==> config.mk <==
export PLATFORM = sky130hd
export DESIGN_NAME = chip8_sprite_engine
export DESIGN_NICKNAME = d
export VERILOG_FILES = /design/src/rtl/chip8_sprite_engine.sv
export SDC_FILE = /design/constraint.sdc
export NUM_CORES = 1
export LEC_CHECK = 0
export CORE_MARGIN = 2
export CORE_UTILIZATION = 38
export CTS_CLUSTER_DIAMETER = 100
export DETAILED_ROUTE_END_ITERATION = 10
export GPL_TIMING_DRIVEN = 0
export PLACE_DENSITY = 0.88
export SLEW_MARGIN = 25
export SYNTH_ARGS = -nofsm -noshare
export SYNTH_HDL_FRONTEND = slang
export SYNTH_SLANG_ARGS = --single-unit
==> constraint.sdc <==
create_clock -name clk_in -period 2.9 [get_ports clk_in]
set_clock_uncertainty 0.15 [all_clocks]
set_input_delay 0.58 -clock clk_in [delete_from_list [all_inputs] [get_ports clk_in]]
set_output_delay 0.58 -clock clk_in [all_outputs]
set_load 0.1 [all_outputs]
==> src/rtl/chip8_sprite_engine.sv <==
// -----------------------------------------------------------------------------
// chip8_sprite_engine
//
// Multi-cycle DRW (Dxyn) blitter. Accepts one draw request per handshake,
// fetches n sprite rows from the 4 KiB memory and XORs every set sprite bit
// into the 64x32 framebuffer with a read-modify-write. The collision (VF)
// result is reported with a one-cycle done pulse and held afterwards.
//
// Build option:
//   SPRITE_WRAP_EN  defined   -> sprites wrap around both screen edges, all
//                                n rows are always fetched.
//                   undefined -> pixels past the right/bottom edge are
//                                skipped and the draw ends at the first row
//                                below the screen.
//
// Ports:
//   clk_in, rst_n_in        clock, asynchronous active-low reset
//   req_valid/req_ready     request handshake (ready only while idle)
//   req_x, req_y            raw Vx/Vy, wrapped to the screen on accept
//   req_n, req_index        row count and sprite base address (I)
//   mem_rd_en/addr/rdata    sprite memory port, 1-cycle read latency
//   fb_rd_en/we/addr        framebuffer port, address = row*64 + col
//   fb_rdata/fb_wdata       pixel read (1-cycle latency) and write data
//   done_valid              one-cycle pulse when the draw is complete
//   collision               VF, valid with done_valid, held until next done
// -----------------------------------------------------------------------------
module chip8_sprite_engine #(
    parameter int FB_W = 64,
    parameter int FB_H = 32
) (
    input  logic        clk_in,
    input  logic        rst_n_in,
    input  logic        req_valid,
    output logic        req_ready,
    input  logic [7:0]  req_x,
    input  logic [7:0]  req_y,
    input  logic [3:0]  req_n,
    input  logic [11:0] req_index,
    output logic        mem_rd_en,
    output logic [11:0] mem_addr,
    input  logic [7:0]  mem_rdata,
    output logic        fb_rd_en,
    output logic        fb_we,
    output logic [10:0] fb_addr,
    input  logic [31:0] fb_rdata,
    output logic [31:0] fb_wdata,
    output logic        done_valid,
    output logic        collision
);

    localparam int XW = $clog2(FB_W);
    localparam int YW = $clog2(FB_H);

    localparam logic [2:0] S_IDLE   = 3'd0;
    localparam logic [2:0] S_FETCH  = 3'd1;
    localparam logic [2:0] S_LATCH  = 3'd2;
    localparam logic [2:0] S_PIX    = 3'd3;
    localparam logic [2:0] S_PIX_WR = 3'd4;
    localparam logic [2:0] S_DONE   = 3'd5;

    logic [2:0]    state;
    logic [XW-1:0] x0;
    logic [YW-1:0] y0;
    logic [3:0]    n_rows;
    logic [11:0]   index;
    logic [3:0]    r;
    logic [2:0]    c;
    logic [7:0]    row_byte;
    logic          coll_flag;
    logic          coll_hold;

    logic [3:0]    r_next;
    logic          bit_set;
    logic          clipped;
    logic          row_end_clip;
    logic          draw;
    logic [10:0]   pix_addr;
    logic [2:0]    col_next_state;

`ifdef SPRITE_WRAP_EN
    // Narrow sums wrap naturally at the screen size.
    logic [XW-1:0] px_w;
    logic [YW-1:0] py_w;

    always_comb begin
        px_w         = x0 + XW'(c);
        py_w         = y0 + YW'(r);
        pix_addr     = {py_w, px_w};
        clipped      = 1'b0;
        row_end_clip = 1'b0;
    end
`else
    // 7-bit sums keep the carry so off-screen pixels can be detected.
    logic [6:0] px;
    logic [6:0] py;
    logic [6:0] py_next;

    always_comb begin
        px           = 7'(x0) + 7'(c);
        py           = 7'(y0) + 7'(r);
        py_next      = 7'(y0) + 7'(r_next);
        pix_addr     = {py[YW-1:0], px[XW-1:0]};
        clipped      = (px >= 7'(FB_W)) || (py >= 7'(FB_H));
        row_end_clip = (py_next >= 7'(FB_H));
    end
`endif

    // NOTE: every signal written in a combinational block gets a default
    // first, so no path can leave it unassigned and infer a latch.
    always_comb begin
        r_next  = r + 4'd1;
        // Sprite bit 7 is the leftmost pixel of the row.
        bit_set = row_byte[3'd7 - c];
        draw    = bit_set && !clipped;

        col_next_state = S_PIX;
        if (c == 3'd7) begin
            if (r_next == n_rows || row_end_clip)
                col_next_state = S_DONE;
            else
                col_next_state = S_FETCH;
        end
    end

    // Outputs decode the current state only, so an asynchronous reset
    // silences every strobe in the same instant.
    always_comb begin
        req_ready  = (state == S_IDLE);
        mem_rd_en  = (state == S_FETCH);
        mem_addr   = 12'h000;
        fb_rd_en   = (state == S_PIX) && draw;
        fb_we      = (state == S_PIX_WR);
        fb_addr    = 11'h000;
        fb_wdata   = 32'h0000_0000;
        done_valid = (state == S_DONE);
        collision  = (state == S_DONE) ? coll_flag : coll_hold;

        if (state == S_FETCH)
            mem_addr = index + 12'(r);
        if (fb_rd_en || fb_we)
            fb_addr = pix_addr;
        if (fb_we)
            fb_wdata = fb_rdata ^ 32'hFFFF_FFFF;
    end

    // NOTE: sequential state is assigned with non-blocking assignments so all
    // registers update together from the values seen before the edge.
    always_ff @(posedge clk_in or negedge rst_n_in) begin
        if (!rst_n_in) begin
            state     <= S_IDLE;
            x0        <= '0;
            y0        <= '0;
            n_rows    <= 4'd0;
            index     <= 12'h000;
            r         <= 4'd0;
            c         <= 3'd0;
            row_byte  <= 8'h00;
            coll_flag <= 1'b0;
            coll_hold <= 1'b0;
        end else begin
            case (state)
                S_IDLE: begin
                    if (req_valid) begin
                        x0        <= XW'(req_x % 8'(FB_W));
                        y0        <= YW'(req_y % 8'(FB_H));
                        n_rows    <= req_n;
                        index     <= req_index;
                        r         <= 4'd0;
                        c         <= 3'd0;
                        coll_flag <= 1'b0;
                        state     <= (req_n == 4'd0) ? S_DONE : S_FETCH;
                    end
                end
                S_FETCH: begin
                    state <= S_LATCH;
                end
                S_LATCH: begin
                    row_byte <= mem_rdata;
                    c        <= 3'd0;
                    state    <= S_PIX;
                end
                S_PIX: begin
                    if (draw) begin
                        state <= S_PIX_WR;
                    end else begin
                        c     <= c + 3'd1;
                        if (c == 3'd7)
                            r <= r_next;
                        state <= col_next_state;
                    end
                end
                S_PIX_WR: begin
                    if (fb_rdata == 32'hFFFF_FFFF)
                        coll_flag <= 1'b1;
                    c     <= c + 3'd1;
                    if (c == 3'd7)
                        r <= r_next;
                    state <= col_next_state;
                end
                S_DONE: begin
                    coll_hold <= coll_flag;
                    state     <= S_IDLE;
                end
                default: begin
                    state <= S_IDLE;
                end
            endcase
        end
    end

endmodule
==> results by group <==
Status
  – Outcome: complete, but fails checks
  – Violated checks: setup timing

Setup path
  – Crit start category: flip-flop
  – Worst R2R End: r[2]
  – Critical path endpoint category: output port
  – Worst path required time: 2.17 ns
  – CP Max Fanout: 10
  – Worst Reg-to-Reg Cells: 8
  – Critical Path AT: 2.33 ns
  – Reg2Reg Setup Slack: 0.26 ns
  – FF-to-FF Start: c[0]
  – Kind of critical path: reg -> out

Clock tree
  – CTS tree: yes
  – Total clock sinks: 47
  – Clock transition at path regs: 0.10 ns
  – Clock root cell: clkbuf_8
  – CTS Buf Count: 5
  – Worst-Skew Late Latency: 0.31 ns
  – CTS hold repair buffers: 0
  – Clock Tree Buf Depth: 2
  – H-tree Lvls: 2

Floorplan
  – Die width: 93.9 um
  – Row cnt: 32
  – Starting Density: 39.6%
  – Die area: 8830 um2
  – Placeable Area: 7770 um2
  – Die Height: 93.9 um
  – # IOs: 136

Place
  – Pre-CTS worst setup slack: -1.12 ns
  – DP Wirelength: 6810 um
  – Port Buffers: 130
  – Final Wtd Congestion: 0.867
  – Placed cell area: 4760 um2

Pwr
  – Clk pwr share: 7.2%
  – Max VDD drop: 0.752 mV
  – Leak Pwr: 0.00218 uW
  – Switching share of power: 52.1%
  – PwrDens: 1070 nW/um2
  – Switching Power: 2920 uW
  – Internal: 2680 uW
  – Logic pwr share: 70.2%
  – Sequential group share of total power: 22.7%

Synthesis
  – Synth Register Bits: 47
  – Syn_area_per_cell: 9.85 um2
  – Synth Net Count: 409
  – Number of distinct library cells after synthesis: 44
  – Synth Instances: 312
  – Register area share after synthesis: 38.3%
  – Largest area contributor in the netlist: dfrtp_1
  – Mapped Area: 3070 um2
  – Top cells by area, synth: dfrtp_1, mux2_2, ha_1, nor2_1, xnor2_1
  – Top cell type's share of synthesized area: 38.3%
  – Synth warnings: 0

Layout
  – Nets@finish: 562
  – Final Instance Area: 5230 um2
  – Area grow syn2layout: 70.2%
  – Antenna diodes: 0
  – Share of cells above drive strength 1: 48.1%
  – Util after Layout: 67.3%
  – Fill cells: 562

Detailed routing
  – Antenna viol nets, final: 0
  – Via density: 5.24
  – Met1 WL: 3570 um
  – Top layer in use: met4
  – Total length of routed wires: 9770 um
  – Routed length per instance: 17.2 um
  – DR pass1 iterations: 4
  – Detail Route met3 WL: 827 um
  – Violation count after the first detailed-route iteration: 150
  – Met2 WL post-DR: 5120 um
  – Vias: 2,974
  – DR DRC count: 0

Timing
  – Worst Tran Pin Value: 0.998 ns
  – RSZ-0062 raised after global routing: true
  – Max Slew Vio Count: 0
  – Final min period: 3.06 ns
  – Final Hold Viols: 0
  – # setup viols final: 17
  – Period utilisation layout: 106%
  – Final setup margin: -0.160 ns
  – Worst slew margin: 33.8%
  – FMAX: 0.327 GHz

Global routing
  – Largest net degree at the start of global routing: 48
  – Vias in the first global route: 3,127
  – First-pass GRT wire length: 15,000 um
  – Global Route Usage Sum: 21.7%
  – Initial antenna violation count: 0
  – Total gr overflow: 0

Hold path
  – Worst Hold Class: in -> async

Run
  – Count of max-cap constraint violations: 0
-- power groups by stage --
stage	clock network (uW)	registers, uW	logic (uW)
final	401	1270	3930
after global placement	0	1230	3330
after detailed placement	0	1260	3390
after CTS	410	1250	3750
after global routing	438	1320	4150
after floorplan	0	1180	2730
-- state kept, by name, summed over array words and instances, names as in the netlist --
name / count
coll_hold: 1
y0: 5
state: 3
x0: 6
index: 12
c: 3
r: 4
row_byte: 8
n_rows: 4
coll_flag: 1
-- stage by stage --
| stage | total power [uW] | TNS [ns] | std cells | hold WS (ns) |
|---|---|---|---|---|
| 6_report | 5600 | -1.89 | 568 | 0.128 |
| 5_1_grt | 5910 | -3.62 | 568 | 0.171 |
| 4_1_cts | 5420 | -3.06 | 562 | 0.147 |
| 3_5_place_dp | 4650 | -36.81 | 544 | 0.344 |
| 3_3_place_gp | 4570 | -49.19 | 544 | 0.332 |
| 2_1_floorplan | 3910 | -12.14 | 312 | 0.134 |
-- repair_timing --
item / 4_1_cts / 5_1_grt
setup endpoints to repair: 61 / 57
gates resized for setup: 400 / 49
pin swaps: 9 / 7
buffers inserted: 10 / 7
-- metal layers --
layer | vias up | track usage (%)
met3 | 22 | 5.38
met4 | 0 | 6.16
met5 | - | 0
met1 | 1431 | 23.3
met2 | 128 | 41.7
li1 | 1393 | -
-- worst max-delay path: stages, from the launching register on --
cell	delay, ns
dfrtp_2	0.43
ha_4	0.17
fa_2	0.35
a21oi_2	0.17
o22ai_2	0.11
nor4_4	0.22
nor2_4	0.07
buf_12	0.17
nor2b_4	0.13
buf_12	0.18
-- cells by family (layout without fill, tap and decap cells) --
group,after synthesis,count (layout),synth area share (%)
flops,47,47,38.3
buf+inv,23,177,3.26
fa+ha+maj,22,22,9.69
xor+xnor,23,23,6.55
simple gates,120,120,19.0
compound gates,35,35,7.69
mux,42,42,15.5
-- how the worst max path moves through the flow --
stage,start,to,slack [ns],depth (start not counted)
after floorplan,c[0],fb_addr[1],-1.08,8
after detailed placement,c[0],fb_addr[7],-1.12,9
after CTS,c[0],fb_addr[7],-0.28,9
final,c[0],fb_addr[7],-0.16,9
after global routing,r[0],fb_addr[7],-0.27,9
after global placement,c[0],fb_addr[7],-1.11,9
-- cells in the mapped netlist --
library cell	n
nand3b_1	1
or3b_1	1
a31o_1	1
a21o_1	4
ha_1	19
clkbuf_1	5
mux4_2	1
o31a_1	2
or3b_2	1
a22oi_2	1
nor2b_1	1
o31ai_1	2
fa_1	3
a2bb2oi_1	1
o21bai_1	2
nor2b_2	2
mux2_2	36
and2b_1	1
buf_2	5
o2bb2ai_1	1
nor4_4	1
dfrtp_1	47
nand4_1	13
nor2_1	57
inv_1	11
nand2_1	15
buf_6	1
o22ai_1	2
nor3_1	4
xnor2_1	12
o211ai_1	2
o21ai_0	7
a21oi_1	9
buf_1	1
xor2_1	11
and2_1	5
and3b_1	1
o22ai_2	1
nand3_1	9
nor4_1	2
nor2_2	2
and3_1	2
nand2b_1	2
mux2i_1	5
-- final cells by class --
cell class / instances / area (um2) / share of cell area (%)
multi-input combinational: 242 / 2200 / 42.0
timing repair buffer: 146 / 1520 / 29.0
sequential: 47 / 1180 / 22.6
tap: 102 / 128 / 2.44
buffer: 12 / 76.3 / 1.46
clock buffer: 6 / 72.6 / 1.39
inverter: 11 / 45.0 / 0.861
clock inverter: 2 / 12.5 / 0.239
-- layout by cell type (no fill, tap or decap), drive strengths merged, types with 2 or more instances in the layout --
cell type and count:
dfrtp 47, buf 78, nand3 9, clkdlybuf4s15 3, o31a 2, o22ai 3
a21oi 9, clkdlybuf4s50 68, xnor2 12, fa 3, and3 2, nand2 15
o31ai 2, o21ai 7, clkinvlp 2, nor2 59, mux2i 5, xor2 11
o21bai 2, nand2b 2, ha 19, nor2b 3, clkbuf 14, a21o 4
mux2 36, and2 5, nor4 3, nand4 13, o211ai 2, inv 10
or3b 2, nor3 4
Power figures use the tool's default switching activity.
